$ cat src/rtl/tdm_demux1_2.sv
// tdm_demux1_2: splits an interleaved slot0/slot1 word stream into two channels,
// presenting each completed pair on out1/out2 with a one-cycle out_valid strobe.
module tdm_demux1_2 #(
    parameter int WIDTH = 8,
    parameter int CNT_W = 8
) (
    input  logic             clk,
    input  logic             reset,
    input  logic             enb,
    input  logic [WIDTH-1:0] din,
    input  logic             din_valid,
    input  logic             sync,
    output logic [WIDTH-1:0] out1,
    output logic [WIDTH-1:0] out2,
    output logic             out_valid,
    output logic             frame_err,
    output logic             locked,
    output logic [CNT_W-1:0] frame_cnt
);
    localparam logic [1:0] HUNT  = 2'd0;
    localparam logic [1:0] SLOT0 = 2'd1;
    localparam logic [1:0] SLOT1 = 2'd2;

    logic [1:0]       r_state;
    logic [WIDTH-1:0] r_hold;
    logic [WIDTH-1:0] r_out1;
    logic [WIDTH-1:0] r_out2;
    logic             r_out_valid;
    logic             r_frame_err;
    logic [CNT_W-1:0] r_frame_cnt;

    logic             w_acc;
    logic             w_pair;
    logic             w_err;
    logic [1:0]       w_state_nxt;
    logic [WIDTH-1:0] w_hold_nxt;

    // Any sync=1 word restarts a pair; a sync=0 word only completes one from SLOT1.
    always_comb begin
        w_acc       = enb & din_valid;
        w_pair      = w_acc & ~sync & (r_state == SLOT1);
        w_err       = w_acc & (sync ? (r_state == SLOT1) : (r_state == SLOT0));
        w_state_nxt = !enb ? HUNT : !din_valid ? r_state : sync ? SLOT1 :
                      (r_state == SLOT1) ? SLOT0 : HUNT;
        w_hold_nxt  = !enb ? '0 : (w_acc & sync) ? din : r_hold;
    end

    always_ff @(posedge clk or posedge reset) begin
        if (reset) begin
            r_state     <= HUNT;
            r_hold      <= '0;
            r_out1      <= '0;
            r_out2      <= '0;
            r_out_valid <= 1'b0;
            r_frame_err <= 1'b0;
            r_frame_cnt <= '0;
        end else begin
            r_state     <= w_state_nxt;
            r_hold      <= w_hold_nxt;
            r_out_valid <= w_pair;
            r_frame_err <= w_err;
            if (w_pair) begin
                r_out1      <= r_hold;
                r_out2      <= din;
                r_frame_cnt <= r_frame_cnt + 1'b1;
            end
        end
    end

    assign out1      = r_out1;
    assign out2      = r_out2;
    assign out_valid = r_out_valid;
    assign frame_err = r_frame_err;
    assign locked    = (r_state != HUNT);
    assign frame_cnt = r_frame_cnt;
endmodule

$ cat config.mk
export PLATFORM = sky130hd
export DESIGN_NAME = tdm_demux1_2
export DESIGN_NICKNAME = d
export VERILOG_FILES = /design/src/rtl/tdm_demux1_2.sv
export SDC_FILE = /design/constraint.sdc
export NUM_CORES = 1
export LEC_CHECK = 0
export ABC_AREA = 1
export CAP_MARGIN = 25
export CORE_UTILIZATION = 30
export CTS_BUF_LIST = sky130_fd_sc_hd__clkbuf_4
export DETAILED_ROUTE_END_ITERATION = 6
export RECOVER_POWER = 100
export SLEW_MARGIN = 10
export SYNTH_ARGS = -nofsm -noshare
export SYNTH_HDL_FRONTEND = slang
export SYNTH_SLANG_ARGS = --single-unit
export TNS_END_PERCENT = 10
$ cat constraint.sdc
create_clock -name clk -period 3.94 [get_ports clk]
set_clock_uncertainty 0.15 [all_clocks]
set_input_delay 0.394 -clock clk [delete_from_list [all_inputs] [get_ports clk]]
set_output_delay 0.394 -clock clk [all_outputs]
set_load 0.1 [all_outputs]
Word-level counts from Yosys, hierarchy flattened. Index checks and enable logic that the tools add are counted.

Flip-flop bits (word level): 36. Output and inout port bits: 27. Input port bits: 13. Logic and storage cells: 26.

Equality and inequality tests: 4. Reductions and logical operators: 1. Add/sub/neg operators: 1. Bitwise operators: 6. Multiplexer cells: 7.

Operators with widths (count): 8-bit two-way mux (2); 8-bit by 1-bit adder with 8-bit output (second input constant) (1); 2-bit two-way mux (3); 1-bit AND (5); 2-bit by 1-bit inequality test with 1-bit output (second input constant) (2); 2-bit by 1-bit == test with 1-bit output (second input constant) (1); 2-bit == test (second input constant) (1); 1-bit two-way mux (2); 2-bit nonzero test (1); 1-bit NOT (1).

Logic depth before layout (Yosys ltp).
Word-level depth: 5. Depth in mapped cells: 7. Mapped depth without buffers: 7.

Worst setup path after synthesis. No wires, ideal clock.

Path kind: register -> register. From: reg r_frame_cnt[1], in the netlist frame_cnt[1]. To: reg r_frame_cnt[6], in the netlist frame_cnt[6]. Path buffers: 0. Path slack: 1952 ps. Period minus slack after synthesis: 1988 ps. Stages on the path, launching flop included: 7. Arrival time: 1724 ps. Cells stage by stage: dfrtp_1 > ha_1 > nand3_1 > nor2_1 > nand3_1 > nand2_1 > inv_1.

Longest elaborated chain between the ends: 1.

RTL lines: start, declared (RTL line 30) `logic [CNT_W-1:0] r_frame_cnt;`; start signal, assigned (RTL line 65) `r_frame_cnt <= r_frame_cnt + 1'b1;`; 8-bit by 1-bit adder with 8-bit output (RTL line 65).

No other way between the ends. A chain may end at the register's enable or synchronous reset.

Final worst setup path.
From: reg r_state[1]. To: out locked.

Longest elaborated chain between the ends: 1.

RTL lines: start, declared (RTL line 24) `logic [1:0] r_state;`; start signal, assigned (RTL line 58) `r_state <= w_state_nxt;`; 2-bit nonzero test (RTL line 74) `assign locked = (r_state != HUNT);`; end, declared (RTL line 17) `output logic locked,`.

No other way between the ends.

==> results.ini <==
[sta]
maxSlewViolCount = 0
worst_pin_slew_ps = 1100
hold_ws_ps = 341
fmax_mhz = 390
fin_ws_ps = 1380
rsz0062_at_grt = no
tns_ps = 0
finalSetupViolCount = 0
hold_viol = 0
min_period_ps = 2560
fin_crit_sh_pct = 65.0
slew-limit-headroom_pct = 26.8

[logic_synthesis]
synth-seq-cells = 36
ys.flop_type = dfrtp_1
synthesis.area_sq_um = 1490
syn-num-nets = 172
synth.distinct_cells = 18
postSynth.asyncResetShare_pct = 100
ys_warn_count = 0
syn_inst = 158
synth-edff-count = 0
seq_area_frac_synth_pct = 60.6
avgSynthCellArea_sq_um = 9.41

[job]
maxCapViolCount = 0

[placed_design]
place_inst = 260
place_area_sq_um = 1930
preCtsSetupSlack_ps = 1780
io_buffers = 39
gp_congestion = 0.782
dpl.hpwl_um = 2020

[layout]
fin_area_sq_um = 2000
nets = 214
antenna_cells = 0
post_layout_nonfiller_instances = 268
syn2layout_area_growth_pct = 34.3
drive_above_1_share_pct = 4.48

[global_routing]
gr-total-overflow = 0
grt.total_usage_pct = 12.7
grt_max_degree = 41
antenna_found_initial = 0
first_global_vias = 1123
grt_first_pass_wirelength_um = 5010

[cts]
clock_latency_ps = 340
cts_setup_buffers = 0
h-tree-depth = 2
cts_hold_buf = 0
ctsResizeCount = 0
path_clk_slew_ps = 100
cts.sinks = 36
cts_tree = built
cts-root-buf = clkbuf_4
numCtsBuffers = 5
clock_path_buffers = 2

[critical_path]
reg2reg_from = r_state[0]
worstReg2RegEnd = frame_cnt[7]
cp-start-kind = flip-flop
r2r_setup_slack_ps = 1990
arrival_ps = 2020
critical_path_required_ps = 3400
rr_worst_depth = 6
critical_path_class = flip-flop to output pin
cp-end-kind = output pin
critPathMaxFanout = 3
critPathCapture = locked
startpoint = r_state[1]

[pwr]
p_leak_nw = 0.999
p_switching_mw = 0.536
clock_power_share_pct = 22.0
swShare_pct = 45.2
pwr-share-comb_pct = 40.4
seqPwrFrac_pct = 37.6
cellPowerDensity_nw_per_um2 = 595
p_int_mw = 0.651
ir_drop_v = 0.000288

[detailed_routing]
viasPerCell = 4.24
routed_wl_um = 2870
drtPass1Iterations = 4
wl_per_cell_um = 10.7
detail-route-antenna-nets = 0
drt_iter0_drc = 51
drc_errors = 0
num_vias = 1135

[status]
outcome = completed

[die]
fp.dieH_um = 72.4
num_io_pins = 40
dieArea_sq_um = 5240
core_area_sq_um = 4750
rows = 25
start_util_pct = 31.3
die_w_um = 72.4

[hold_path]
min_path_type = flip-flop to flip-flop
hold_depth = 2

==> kinds of logic (layout without fill, tap and decap cells) <==
| logic type | count (synthesis) | count (layout) | synth area share [%] |
|---|---|---|---|
| buf+inv | 32 | 75 | 9.26 |
| flops | 36 | 36 | 60.6 |
| xor+xnor | 4 | 4 | 2.36 |
| compound gates | 29 | 29 | 10.4 |
| fa+ha+maj | 1 | 1 | 0.842 |
| simple gates | 56 | 56 | 16.5 |
==> critical path: stages (launching register included) <==
cell	delay, ps
dfrtp_1	360
inv_1	60
nand2_1	70
dlygate4sd3_1	1190
==> worst min-delay path by stage <==
stage,startpoint,slack (ps),to
finish,out2[5],340,out2[5]
CTS,reset,350,out2[4]
detailed placement,out2[5],330,out2[5]
floorplan,r_state[0],330,frame_err
global route,out2[6],380,out2[6]
global placement,out2[3],330,out2[3]
==> state kept, by name, indices dropped and copies added (netlist names) <==
name and count:
out2 8, out1 8, r_hold 8, r_state 2
out_valid 1, frame_err 1, frame_cnt 8
==> cell type report <==
class	instances	area [sq um]
multi-input combinational	90	435
fill	497	2760
clock inverter	2	35.0
clock buffer	6	45.0
inverter	27	101
sequential	36	901
timing repair buffer	40	394
tap	67	83.8
==> layout by cell type, fill, tap and decap left out, types with 2 or more instances in the layout <==
cell type        Yosys  layout
dfrtp_1             36      36
o21ai_1             18       2
xnor2_1              3       3
nand3_1              7       7
o21ai_0              3      19
nand2_1             40      42
clkbuf_4             0       6
inv_1               27      27
o22ai_1              8       8
dlygate4sd3_1        0      29
clkdlybuf4s50_1      0      10
nor2_1               3       4
==> Yosys cell counts, types with 2 or more instances <==
cell type	count	area (sq um)
nand2_1	40	150
o21ai_0	3	15.0
buf_4	2	15.0
nor2_4	2	22.5
nand3_1	7	35.0
dfrtp_1	36	901
inv_1	27	101
buf_2	2	10.0
nor2_1	3	11.3
xnor2_1	3	26.3
nand2_2	2	12.5
o22ai_1	8	50.1
o21ai_1	18	90.1
==> metal layers <==
layer | GRT usage [%] | vias to the layer above | share of wire, %
li1 | - | 578 | -
met1 | 15.7 | 519 | 48
met2 | 19.8 | 30 | 43
met3 | 3.75 | 8 | 6.0
met4 | 7.19 | 0 | 2.5
met5 | 0 | - | 0
==> power groups by stage <==
stage               Clock (mW)  Sequential [mW]  Combinational (mW)
global route             0.288            0.456               0.499
floorplan                    0            0.756              0.0811
global placement             0            0.458               0.499
detailed placement           0            0.457               0.503
finish                   0.261            0.447               0.479
CTS                      0.270            0.450               0.504
==> through the flow <==
| stage | util (%) | total power, mW |
|---|---|---|
| floorplan | - | 0.837 |
| global placement | 40.6 | 0.958 |
| detailed placement | 40.6 | 0.960 |
| CTS | 42.3 | 1.22 |
| global route | 42.0 | 1.24 |
| finish | 42.0 | 1.19 |
(Power assumes the default switching activity.)
